==> src/rtl/cpu_pipe_pkg.sv <==
// Shared pipeline definitions for the 16-bit 5-stage CPU.
// Holds the control FSM state encoding and register/NOP constants.
package cpu_pipe_pkg;

  typedef enum logic [1:0] {
    S_RUN   = 2'd0,
    S_WAIT  = 2'd1,
    S_FLUSH = 2'd2
  } state_e;

  localparam int REG_AW_DEF = 4;
  localparam logic [REG_AW_DEF-1:0] REG_ZERO = '0;
  localparam logic [15:0] NOP_INSN = 16'h0000;

endpackage

==> src/rtl/hazard_ctrl_sat_cnt.sv <==
// Saturating up-counter with synchronous clear.
// Holds at all-ones instead of wrapping.
module sat_cnt #(
  parameter int CNT_W = 16
) (
  input  logic             clk,
  input  logic             clear,
  input  logic             inc,
  output logic [CNT_W-1:0] cnt
);

  logic [CNT_W-1:0] cnt_q;
  logic [CNT_W-1:0] cnt_d;

  always_comb begin
    cnt_d = cnt_q;
    if (clear) begin
      cnt_d = '0;
    end else if (inc && cnt_q != '1) begin
      cnt_d = cnt_q + CNT_W'(1);
    end
  end

  always_ff @(posedge clk) begin
    cnt_q <= cnt_d;
  end

  assign cnt = cnt_q;

endmodule

==> src/rtl/hazard_ctrl.sv <==
// Pipeline control: PC/IF-ID/ID-EX sequencing for load-use,
// taken-branch flush and imem wait states, plus perf counters.
module hazard_ctrl
  import cpu_pipe_pkg::*;
#(
  parameter int REG_AW     = REG_AW_DEF,
  parameter int BR_PENALTY = 1,
  parameter int CNT_W      = 16
) (
  input  logic              clk,
  input  logic              rst,
  input  logic [REG_AW-1:0] ifid_rs1,
  input  logic [REG_AW-1:0] ifid_rs2,
  input  logic              ifid_rs1_used,
  input  logic              ifid_rs2_used,
  input  logic              idex_memread,
  input  logic [REG_AW-1:0] idex_rd,
  input  logic              branch_taken,
  input  logic              imem_ready,
  output logic              pc_write,
  output logic              ifid_write,
  output logic              ifid_flush,
  output logic              idex_bubble,
  output logic [CNT_W-1:0]  stall_cycles,
  output logic [CNT_W-1:0]  flush_cycles
);

  localparam logic [1:0] FCNT_LOAD = 2'(BR_PENALTY - 1);

  state_e     state_q;
  state_e     state_d;
  logic [1:0] fcnt_q;
  logic [1:0] fcnt_d;
  logic       lu;
  logic       wait_lu;

  assign lu = idex_memread
           && (idex_rd != REG_AW'(REG_ZERO))
           && ((idex_rd == ifid_rs1 && ifid_rs1_used)
            || (idex_rd == ifid_rs2 && ifid_rs2_used));

  assign wait_lu = (state_q == S_WAIT) && !imem_ready;

  always_comb begin
    pc_write    = 1'b0;
    ifid_write  = 1'b0;
    ifid_flush  = 1'b1;
    idex_bubble = 1'b1;
    state_d     = state_q;
    fcnt_d      = fcnt_q;
    if (rst) begin
      state_d = S_RUN;
      fcnt_d  = 2'd0;
    end else if (branch_taken) begin
      pc_write = 1'b1;
      // a redirect while imem is still busy keeps waiting
      if (wait_lu) begin
        state_d = S_WAIT;
      end else if (BR_PENALTY > 1) begin
        state_d = S_FLUSH;
        fcnt_d  = FCNT_LOAD;
      end else begin
        state_d = imem_ready ? S_RUN : S_WAIT;
      end
    end else begin
      case (state_q)
        S_FLUSH: begin
          pc_write    = imem_ready;
          idex_bubble = 1'b0;
          if (fcnt_q == 2'd1) begin
            state_d = imem_ready ? S_RUN : S_WAIT;
            fcnt_d  = 2'd0;
          end else begin
            fcnt_d = fcnt_q - 2'd1;
          end
        end
        S_RUN, S_WAIT: begin
          if (lu) begin
            ifid_flush = wait_lu;
            state_d    = wait_lu ? S_WAIT : S_RUN;
          end else if (!imem_ready) begin
            idex_bubble = 1'b0;
            state_d     = S_WAIT;
          end else begin
            pc_write    = 1'b1;
            ifid_write  = 1'b1;
            ifid_flush  = 1'b0;
            idex_bubble = 1'b0;
            state_d     = S_RUN;
          end
        end
        default: begin
          state_d = S_RUN;
          fcnt_d  = 2'd0;
        end
      endcase
    end
  end

  always_ff @(posedge clk) begin
    state_q <= state_d;
    fcnt_q  <= fcnt_d;
  end

  sat_cnt #(.CNT_W(CNT_W)) u_stall_cnt (
    .clk   (clk),
    .clear (rst),
    .inc   (!pc_write),
    .cnt   (stall_cycles)
  );

  sat_cnt #(.CNT_W(CNT_W)) u_flush_cnt (
    .clk   (clk),
    .clear (rst),
    .inc   (branch_taken || state_q == S_FLUSH),
    .cnt   (flush_cycles)
  );

endmodule
==> config.mk <==
export PLATFORM = sky130hd
export DESIGN_NAME = hazard_ctrl
export DESIGN_NICKNAME = d
export VERILOG_FILES = /design/src/rtl/cpu_pipe_pkg.sv /design/src/rtl/hazard_ctrl_sat_cnt.sv /design/src/rtl/hazard_ctrl.sv
export SDC_FILE = /design/constraint.sdc
export NUM_CORES = 1
export LEC_CHECK = 0
export ABC_AREA = 0
export BUFFER_PORTS_ARGS = -buffer_cell sky130_fd_sc_hd__buf_2
export CAP_MARGIN = 40
export CORE_MARGIN = 2
export CORE_UTILIZATION = 35
export DETAILED_ROUTE_END_ITERATION = 8
export PLACE_DENSITY = 0.68
export SYNTH_ARGS = -nofsm -noshare
export SYNTH_HDL_FRONTEND = slang
export SYNTH_SLANG_ARGS = --single-unit
==> constraint.sdc <==
create_clock -name clk -period 3.35 [get_ports clk]
set_input_delay 0.1675 -clock clk [delete_from_list [all_inputs] [get_ports clk]]
set_output_delay 0.1675 -clock clk [all_outputs]
set_load 0.02 [all_outputs]
==> results.txt, run 1 <==
Initial DRC count: 106
Max_cap viols: 0
Mapped Area: 1790 µm²
Yosys cell types: 38
Crit path arrival time: 1.96 ns
Worst R2R Setup Slack: 1.22 ns
IO buf count: 54
Hold Path Depth: 2
RSZ-0062 raised after global routing: no
EDFF count, synth: 0
Fin. Hold Viols: 0
Setup Fix Bufs, Post-CTS: 0
Clk_lat worst skew: 0.28 ns
Max clock buf depth: 2
FMAX: 469 MHz
Syn_nets: 237
Final Non-Filler Cells: 340
Pint: 0.572 mW
Initial DRT Pass Iterations: 4
Core area: 5010 µm²
Largest net degree at the start of global routing: 42
Clk slew on worst S/H paths: 0.07 ns
Residual DRC count: 0
GP Congestion: 0.750
Inst Count DP: 332
Crit Path Category: in -> out
Vias/cell: 5.06
First-pass GRT wire length: 6530 µm
Die Wd: 75.6 µm
Die Footprint: 5710 µm²
Routed wire length: 4000 µm
Initial Util: 35.8%
Worst EP required: 3.18 ns
Total power: 0.755 mW
Min-delay worst type: in -> reg
Total track usage: 14.9%
Fillers: 532
Antenna violations before repair: 0
DP HPWL: 3040 µm
Leak: 0.891 nW
Min-delay src: imem_ready
Fraction of layout instances using a drive strength above 1: 24.8%
Syn Inst Count: 216
Post-route cell area: 2200 µm²
Actual slew at the worst max-slew pin: 0.732 ns
H-tree levels: 2
Top_reg_cell synth: dfxtp_1
Max-slew headroom: 51.2%
Worst r2r path cells: 6
Status: complete, no violations
I/O Pins: 55
CP Launch Type: input port
Aggregate global routing overflow: 0
Crit share post-route: 63.6%
WHS Endpoint: state_q[0]
Area grow syn2layout: 22.7%
RR Startpoint: u_stall_cnt.cnt[0]
Root Driver: clkbuf_8
Clk network pwr share: 37.1%
Vias in the first global route: 1471
Max Clock Skew: 0.00927 ns
Max Slew Vio Count: 0
Hold-fix buffer count after cts: 0
Setup TNS: 0 ns
Ys Warns: 0
Sequential share of power: 53.2%
CTS resizes: 0
Switch Pwr: 0.183 mW
DP Area: 2120 µm²
Wire per inst: 11.8 µm
Worst setup EP type: output pin
Synth Register Bits: 33
Async SR Flop Fraction: 0%
Number of core rows: 26
Final setup vio count: 0
Power per Cell Area: 344 nW/µm²
CTS tree: built
Seq/Total Area, Yosys: 36.9%
Num CTS Buffers: 5
Final ANT Viol Nets: 0
Post-layout util: 43.9%
# clock sinks: 33
Net Sw Frac: 24.3%
Post-Syn Area per Cell: 8.29 µm²
Crit path time final: 2.13 ns
Worst vdd ir: 0.000156 V
# diodes: 0
Crit Path Max Fanout: 21
Reg2reg end: u_stall_cnt.cnt[8]
Vias after detailed routing: 1721
Nets: 290
Chip Height: 75.6 µm
Logic gate share of total power: 9.7%
[cells in the mapped netlist (6+ instances only)]
master,n,area share (%)
dfxtp_1,33,37
nor2_1,28,5.9
nand2_1,16,3.4
xor2_1,15,7.3
nand3_1,13,3.6
a21oi_1,12,3.4
o21ai_0,10,2.8
or3_1,10,3.5
nand4_1,9,3.1
nor3_1,7,2.0
mux2_1,6,3.8
nor2b_1,6,2.1
[cells by family (layout without fill, tap and decap cells)]
logic type      count (synthesis)  in the layout  synth area share [%]
compound gates                 35             35                  12.4
xor+xnor                       19             19                  9.29
mux                             7              7                  4.33
flops                          33             33                  36.9
fa+ha+maj                       2              2                  1.40
buf+inv                        12             66                  2.79
simple gates                  108            108                  32.9
[critical path, cell delays in order]
cell and delay (ns):
buf_2 0.12, o41a_1 0.44, nand3_1 0.11, nor4_2 0.06, nor3b_4 0.62, nor2_1 0.15
nor2_1 0.11, buf_2 0.17
[flip-flops by register name, indices dropped and copies added (netlist names)]
name,cells
state_q,1
u_stall_cnt.cnt,16
u_flush_cnt.cnt,16
[layout by cell type, fill, tap and decap left out, drive strengths merged, types with 6 or more instances in the layout]
cell type / count
a21oi: 12
nor2: 28
xor2: 15
nor3: 7
nand3: 13
buf: 55
dfxtp: 33
o21ai: 12
mux2: 6
nand2: 16
nor2b: 6
nand4: 9
clkbuf: 8
or3: 10
[power by group through the flow]
stage               Sequential (mW)  Clock (mW)  Combinational [mW]
finish                        0.402       0.280              0.0732
global route                  0.402       0.311              0.0817
global placement              0.410           0              0.0731
CTS                           0.402       0.290              0.0744
detailed placement            0.411           0              0.0742
floorplan                     0.415           0              0.0414
[worst max-delay path by stage]
stage | from | end | slack, ns | cells past startpoint
2_1_floorplan | u_stall_cnt.cnt[0] | u_stall_cnt.cnt[3] | 1.29 | 8
3_3_place_gp | idex_rd[0] | u_stall_cnt.cnt[15] | 1.21 | 7
3_5_place_dp | idex_rd[0] | u_stall_cnt.cnt[15] | 1.16 | 7
4_1_cts | idex_rd[0] | pc_write | 1.21 | 8
5_1_grt | u_stall_cnt.cnt[0] | u_stall_cnt.cnt[8] | 1.0 | 6
6_report | idex_rd[0] | pc_write | 1.22 | 8
[per-stage QoR]
| step | worst slack (ns) | hold WS (ns) |
|---|---|---|
| final | 1.22 | 0.0944 |
| after global routing | 0.996 | 0.0987 |
| after detailed placement | 1.16 | 0.388 |
| after floorplan | 1.29 | 0.246 |
| after global placement | 1.21 | 0.380 |
| after CTS | 1.21 | 0.0851 |
[routing by layer]
metal	GRT usage, %	wire [µm]
met1	19.5	1820
met2	23.4	1870
met3	4.76	259
met4	4.48	50
met5	0	0
[final cells by class]
class | instances | area, µm² | share of cell area, %
clock buffers | 8 | 80.1 | 3.64
inverters | 3 | 11.3 | 0.512
multi-input cells | 171 | 1080 | 49.2
flip-flops and latches | 33 | 661 | 30.1
well taps | 70 | 87.6 | 3.98
repair buffers | 55 | 278 | 12.6
(Power assumes the default switching activity.)
==> run 2: changes to the inputs <==
- clock period: 3.35 -> 2.23 ns (I/O delays scaled with it)
==> run 2 against run 1 <==
Setup slack lost 1.0 ns. Die area is the same. Wire length grew 5.4%. Sequential share of layout area shrank 0.55 points.
==> results.txt, run 2 (synthesis results as in run 1) <==
Max clock buf depth: 2 (unchanged)
Reg2reg end: u_stall_cnt.cnt[8]
Number of core rows: 26 (unchanged)
Routed wire length: 4220 µm (+5.4%)
Final Non-Filler Cells: 342 (+0.59%)
CTS tree: built
Most frequent cells in the layout: buf_2 (54), dfxtp_1 (33), nor2_1 (28)
H-tree levels: 2 (unchanged)
Vias in the first global route: 1486 (+1.0%)
Max Clock Skew: 0.00402 ns (-0.00526 ns)
Die Footprint: 5710 µm² (unchanged)
Setup TNS: 0 ns (unchanged)
Initial Util: 35.8% (unchanged)
Wire per inst: 12.3 µm (+4.8%)
Total track usage: 14.9% (+0.048 points)
Root Driver: clkbuf_8
Inst Count DP: 334 (+0.60%)
CP max stage cell: dfxtp_1
WHS Endpoint: state_q[0]
Hold Path Depth: 2 (unchanged)
Residual DRC count: 0 (unchanged)
Crit path arrival time: 2.21 ns (+0.25 ns)
Aggregate global routing overflow: 0 (unchanged)
IO buf count: 54 (unchanged)
Net Sw Frac: 24.3% (+0.027 points)
Clk_lat worst skew: 0.28 ns (about the same)
Clk network pwr share: 40.9% (+3.8 points)
FMAX: 489 MHz
Core area: 5010 µm² (unchanged)
Vias/cell: 5.13 (+1.3%)
# diodes: 0 (unchanged)
GP Congestion: 0.787 (+4.9%)
Final ANT Viol Nets: 0 (unchanged)
Nets: 292 (+0.69%)
DP Area: 2130 µm² (+0.71%)
Crit path time final: 2.05 ns
Crit Path Category: reg -> reg
Worst vdd ir: 0.000253 V (+63%)
Vias after detailed routing: 1754 (+1.9%)
Max-slew headroom: 52.4% (+1.2 points)
Power per Cell Area: 542 nW/µm² (+58%)
Area grow syn2layout: 25.0%
Initial DRT Pass Iterations: 4 (unchanged)
Final setup vio count: 0 (unchanged)
Total power: 1.21 mW (+61%)
Min-delay worst type: in -> reg
Logic gate share of total power: 9.3% (-0.4 points)
RSZ-0062 raised after global routing: no
Worst r2r path cells: 6 (unchanged)
CP Launch Type: flip-flop
Chip Height: 75.6 µm (unchanged)
Crit-path cells: ha_1 > nand3_1 > or3_4 > o21ai_1 > nor3_1 > mux2_1
Max_cap viols: 0 (unchanged)
Largest net degree at the start of global routing: 23 (-45%)
Actual slew at the worst max-slew pin: 0.713 ns (-0.0189 ns)
Crit Path Max Fanout: 6 (-71%)
RR Startpoint: u_stall_cnt.cnt[0]
DP HPWL: 3110 µm (+2.4%)
# clock sinks: 33 (unchanged)
Status: complete, no violations
Worst Hold Slack: 0.0366 ns (-0.0578 ns)
Most common cell after layout, fill and taps aside: buf_2
Fraction of layout instances using a drive strength above 1: 26.8% (+2.0 points)
Hold-fix buffer count after cts: 0 (unchanged)
Die Wd: 75.6 µm (unchanged)
Min-delay src: imem_ready
Switch Pwr: 0.295 mW (+61%)
Sequential share of power: 49.7% (-3.5 points)
Worst R2R Setup Slack: 0.18 ns (-1.04 ns)
Post-route cell area: 2240 µm² (+1.9%)
Worst setup EP type: flip-flop
Worst EP required: 2.40 ns (-0.78 ns)
Crit-path max cell delay: 0.41 ns (-0.21 ns)
Fin. Hold Viols: 0 (unchanged)
Pint: 0.918 mW (+61%)
First-pass GRT wire length: 6610 µm (+1.2%)
Leak: 0.917 nW (+2.9%)
Initial DRC count: 89 (-16%)
Crit share post-route: 91.7%
I/O Pins: 55 (unchanged)
Clk slew on worst S/H paths: 0.07 ns (about the same)
Max Slew Vio Count: 0 (unchanged)
Antenna violations before repair: 0 (unchanged)
Num CTS Buffers: 5 (unchanged)
## run 2: power by group through the flow
| stage | Combinational (mW) | Clock [mW] | Sequential, mW |
|---|---|---|---|
| after floorplan | 0.0622 | 0 | 0.623 |
| after global placement | 0.112 | 0 | 0.617 |
| after global routing | 0.125 | 0.535 | 0.605 |
| after CTS | 0.115 | 0.513 | 0.604 |
| after detailed placement | 0.114 | 0 | 0.617 |
| final | 0.113 | 0.497 | 0.604 |
## run 2: how the worst max path moves through the flow
| stage | to | startpoint | depth (start not counted) |
|---|---|---|---|
| 2_1_floorplan | u_stall_cnt.cnt[3] | u_stall_cnt.cnt[0] | 8 |
| 3_3_place_gp | u_stall_cnt.cnt[3] | u_stall_cnt.cnt[0] | 7 |
| 3_5_place_dp | u_stall_cnt.cnt[15] | idex_rd[0] | 7 |
| 4_1_cts | u_stall_cnt.cnt[5] | u_stall_cnt.cnt[0] | 7 |
| 5_1_grt | u_stall_cnt.cnt[11] | u_stall_cnt.cnt[0] | 6 |
| 6_report | u_stall_cnt.cnt[8] | u_stall_cnt.cnt[0] | 6 |
## run 2: layout make-up
| type | instances | area, µm² |
|---|---|---|
| Fill cell | 523 | 2770 |
| Multi-Input combinational cell | 171 | 1090 |
| Sequential cell | 33 | 661 |
| Timing Repair Buffer | 57 | 293 |
| Clock buffer | 7 | 96.3 |
| Tap cell | 70 | 87.6 |
| Inverter | 3 | 11.3 |
| Clock inverter | 1 | 5.00 |
## run 2: worst max-delay path, delay by kind of cell, from the launching register on
kind / cells / cell delay, ns
muxes: 1 / 0.34
DFF: 1 / 0.41
AOI/OAI and AO/OA: 1 / 0.33
adders and majority gates: 1 / 0.19
and+or+nand+nor: 3 / 0.66
## run 2: metal layers
metal | track usage [%] | share of wire, % | wire length (µm) | up-vias
met1 | 20.1 | 48 | 2020 | 821
met4 | 4.68 | 0.81 | 34 | 0
met2 | 23.3 | 46 | 1960 | 45
li1 | - | - | - | 886
met3 | 3.97 | 5.0 | 210 | 2
met5 | 0 | 0 | 0 | -
## run 2: repair_timing
item | in CTS | in global routing
setup endpoints to repair | 0 | 2
endpoints found under the hold margin | 0 | 0
resized for setup | 0 | 1
buffers inserted | 0 | 0
## run 2: per-stage QoR
stage | setup WS, ns | util (%)
after global routing | 0.00789 | 44.7
after detailed placement | 0.145 | 42.6
after floorplan | 0.167 | -
final | 0.184 | 44.7
after global placement | 0.160 | 42.6
after CTS | 0.150 | 44.6
